<file path="src/rtl/product_accumulator.sv">
// Accumulates a run of sign-magnitude products into a two's-complement sum.
// A start in IDLE opens a run of len terms; the result is held until out_ready.
module product_accumulator #(
  parameter int ACC_W = 72,
  parameter int CNT_W = 8
) (
  input  logic             clk,
  input  logic             rst,
  input  logic             start,
  input  logic [CNT_W-1:0] len,
  input  logic [63:0]      product,
  input  logic             in_valid,
  output logic             in_ready,
  output logic             out_valid,
  input  logic             out_ready,
  output logic [ACC_W-1:0] acc_result,
  output logic             overflow,
  output logic             busy,
  output logic [1:0]       state_dbg
);

  // Handshakes: a product transfers on a rising edge with in_valid && in_ready;
  // a result transfers on a rising edge with out_valid && out_ready. Neither
  // valid may depend on its own ready.

  typedef enum logic [1:0] {
    IDLE  = 2'd0,
    ACCUM = 2'd1,
    HOLD  = 2'd2
  } state_t;

  state_t           state, state_nxt;
  logic [ACC_W-1:0] acc, acc_nxt;
  logic [CNT_W-1:0] remaining, remaining_nxt;
  logic             ovf, ovf_nxt;

  logic [ACC_W-1:0] mag_ext;
  logic [ACC_W-1:0] term;
  logic [ACC_W-1:0] sum;
  logic             add_ovf;
  logic             handshake;

  // Negative zero negates to zero, so it adds nothing and cannot overflow.
  always_comb begin
    mag_ext = {{(ACC_W-63){1'b0}}, product[62:0]};
    term    = product[63] ? -mag_ext : mag_ext;
    sum     = acc + term;
    add_ovf = (acc[ACC_W-1] == term[ACC_W-1]) && (sum[ACC_W-1] != acc[ACC_W-1]);
  end

  assign in_ready   = (state == ACCUM);
  assign out_valid  = (state == HOLD);
  assign busy       = (state != IDLE);
  assign handshake  = in_valid && in_ready;
  assign acc_result = acc;
  assign overflow   = ovf;
  assign state_dbg  = state;

  always_comb begin
    state_nxt     = state;
    acc_nxt       = acc;
    remaining_nxt = remaining;
    ovf_nxt       = ovf;
    case (state)
      IDLE: begin
        if (start) begin
          acc_nxt       = '0;
          ovf_nxt       = 1'b0;
          remaining_nxt = len;
          state_nxt     = (len == '0) ? HOLD : ACCUM;
        end
      end
      ACCUM: begin
        if (handshake) begin
          acc_nxt       = sum;
          ovf_nxt       = ovf | add_ovf;
          remaining_nxt = remaining - CNT_W'(1);
          if (remaining == CNT_W'(1)) state_nxt = HOLD;
        end
      end
      HOLD: begin
        if (out_ready) state_nxt = IDLE;
      end
      default: state_nxt = IDLE;
    endcase
  end

  always_ff @(posedge clk) begin
    if (rst) begin
      state     <= IDLE;
      acc       <= '0;
      remaining <= '0;
      ovf       <= 1'b0;
    end else begin
      state     <= state_nxt;
      acc       <= acc_nxt;
      remaining <= remaining_nxt;
      ovf       <= ovf_nxt;
    end
  end

endmodule

</file>
<file path="config.mk">
export PLATFORM = sky130hd
export DESIGN_NAME = product_accumulator
export DESIGN_NICKNAME = d
export VERILOG_FILES = /design/src/rtl/product_accumulator.sv
export SDC_FILE = /design/constraint.sdc
export NUM_CORES = 1
export LEC_CHECK = 0
export CAP_MARGIN = 20
export CORE_UTILIZATION = 50
export CTS_CLUSTER_DIAMETER = 50
export DETAILED_ROUTE_END_ITERATION = 16
export GPL_ROUTABILITY_DRIVEN = 1
export PLACE_DENSITY_LB_ADDON = 0.3
export SLEW_MARGIN = 15
export SYNTH_ARGS = -nofsm -noshare
export SYNTH_HDL_FRONTEND = slang
export SYNTH_SLANG_ARGS = --single-unit
</file>
<file path="constraint.sdc">
create_clock -name clk -period 5.28 [get_ports clk]
set_input_delay 0.792 -clock clk [delete_from_list [all_inputs] [get_ports clk]]
set_output_delay 0.792 -clock clk [all_outputs]
set_load 0.02 [all_outputs]
</file>
==> flow_summary.yaml <==
timing:
  finalClockSkew_ps: 10.16
  finalCritPeriodShare_pct: 99.78
  timing.final.ws_setup_ps: 11.52
  max_freq_ghz: 0.1898
  whs_ps: 484.7
  finalSetupTns_ps: 0
  hold_viol: 0
  slew-limit-headroom_pct: 39.45
  drv_slew: 0
  fin_crit_ps: 5268
  setup_viol: 0
  tightest_slew_ps: 908.2
cts:
  path_clk_slew_ps: 70
  cts.path.max_buffers: 2
  root_buffer: "clkbuf_16"
  hold_buffers: 0
  cts_tree: "yes"
  h-tree-depth: 3
  cts_num_sinks: 83
  numCtsBuffers: 9
  clk_latency_ps: 370
finish:
  final_common_cell: "buf_4"
  area_delta_synth_final_pct: 48.78
  drive_gt1_share_pct: 24.70
  final_core_util_pct: 77.29
  final_cell_mix: "buf_4, clkdlybuf4s50_1, nand2_1, nor2_1, a21oi_1"
  nFillCells: 1322
  regArea_sq_mm: 0.001662
  nets: 1807
  multiInputGateArea_sq_mm: 0.007357
  fin_cells: 1886
yosys:
  synth.distinct_cells: 78
  avgSynthCellArea_sq_um: 7.207
  synth_area_sq_mm: 0.009110
  syn_inst: 1264
  synth-async-reset-ratio_pct: 0
  yosysWarnings: 0
  synth_edf_count: 0
  syn_nets: 1416
  ys_ff_latch: 83
  ys.flop_type: "dfxtp_1"
  seq_area_frac_synth_pct: 18.24
global_route:
  grt.total_usage_pct: 36.96
  overflow: 0
  antenna_found_initial: 1
  grt_max_degree: 46
  grt_pass1_vias: 10787
  grt_pass1_wl_mm: 54.05
drt:
  postRouteAntennaNets: 0
  drc: 0
  drt_wl_total_mm: 35.77
  drtPass1Iterations: 8
  via_per_inst: 6.196
  avgRoutedWirePerCell_um: 18.97
  num_vias: 11685
  drt_iter0_markers: 1085
placement:
  dp_cells: 1856
  gp_congestion: 1.037
  dp_slack_ps: -624.9
  port-buffer-count: 154
  dp_hpwl_mm: 27.31
power:
  vdd_ir_drop_max_mv: 0.1682
  p_leak_nw: 5.760
  p_per_area_mw_per_mm2: 202.5
die:
  die_area_sq_mm: 0.01876
  die_h_um: 137.0
  die_w_um: 137.0
  rows: 48
  core_area_sq_mm: 0.01754
  initial_utilization_pct: 51.95
  io_pins: 155
run:
  maxCapViolCount: 0
setup_path:
  cp_max_fo: 8
  arrival_ps: 5530
  start_kind: "primary input"
  critPathKind: "in -> reg"
  endpoint_kind: "flop"
  cp.required_ps: 5550
run_status:
  status: "complete, no violations"
worst_hold_path:
  hold_path_class: "reg -> reg"
==> layer usage <==
metal | global-route usage (%) | routed length [um] | vias up
met4 | 14.71 | 1375 | 0
met1 | 48.54 | 14950 | 5482
met3 | 5.889 | 3223 | 118
met2 | 60.04 | 16220 | 631
li1 | - | - | 5454
met5 | 0 | 0 | -
==> power breakdown <==
part           internal [mW]  switching [mW]  leakage [nW]  total (mW)
logic                  0.597           0.682          4.93        1.28
registers              0.666          0.0480         0.674       0.714
clock network          0.424           0.328         0.156       0.752
total                   1.69            1.06          5.76        2.74
==> cells in the mapped netlist, types with 18 or more instances <==
cell / count / area, sq um
o21a_1: 18 / 135.1
inv_1: 31 / 116.4
nor2_1: 112 / 420.4
ha_1: 74 / 925.9
nand4_1: 42 / 262.8
o31ai_1: 27 / 202.7
nand3_1: 18 / 90.09
xnor2_1: 86 / 753.2
nor3_1: 25 / 125.1
a21o_1: 33 / 247.7
o21bai_1: 20 / 150.1
dfxtp_1: 83 / 1662
o21ai_0: 108 / 540.5
clkbuf_1: 68 / 255.2
xor2_1: 28 / 245.2
a21oi_1: 108 / 540.5
nand2_1: 138 / 518.0
a22oi_1: 30 / 225.2
==> metrics by stage <==
step	power, mW	cell area (sq um)
floorplan	1.374	9111
CTS	2.676	13180
detailed placement	1.923	12770
global route	2.868	13550
global placement	1.902	12770
finish	2.745	13550
==> area by class of cell <==
cell class,instances,area share (%)
multi-input combinational,1073,54.28
timing repair buffer,455,28.00
sequential,83,12.26
tap,225,2.077
clock buffer,9,1.662
inverter,33,0.9231
clock inverter,7,0.7846
antenna,1,0.01846
==> registers in the layout (all words and copies together), names as in the netlist <==
| register | count |
|---|---|
| overflow | 1 |
| remaining | 8 |
| state_dbg | 2 |
| acc_result | 72 |
==> what timing repair did <==
action | 4_1_cts | 5_1_grt
setup endpoints to repair | 15 | 31
gates resized for setup | 9 | 76
buffers inserted | 6 | 7
pin swaps | 7 | 22
==> cells by family (layout without fill, tap and decap cells) <==
kind of cell             count (synthesis)  count (layout)  share of synthesized area [%]
AO/OA/AOI/OAI                          436             436                          31.11
XOR/XNOR                               114             114                          10.96
adder cells (fa/ha/maj)                 75              75                          10.38
buffers and inverters                  108             504                          4.889
flip-flops                              83              83                          18.24
multiplexers                             5               5                         0.5494
other                                    0               1                              0
AND/OR/NAND/NOR                        443             443                          23.87
==> critical path: stages <==
cell and delay [ps]:
clkdlybuf4s50_1 420, or4_4 570, nor4_4 220, buf_4 190, and3_4 180, nand4_1 70, buf_4 170, buf_4 180
o41ai_2 300, xnor2_1 180, ha_2 350, a21o_1 220, a31oi_1 140, o21ai_0 130, a31oi_1 290, o21a_1 190
a31oi_1 120, o2111a_1 270, or3_1 300, a32o_1 240
==> worst paths after layout <==
path                                     start        endpoint  slack [ps]  cells after the start
worst min-delay path            acc_result[52]  acc_result[52]         480                      2
worst min register to register  acc_result[52]  acc_result[52]         480                      2
worst max-delay path               product[16]  acc_result[69]          10                     20
worst max register to register   acc_result[4]  acc_result[63]        1950                     12
(Power assumes the default switching activity.)
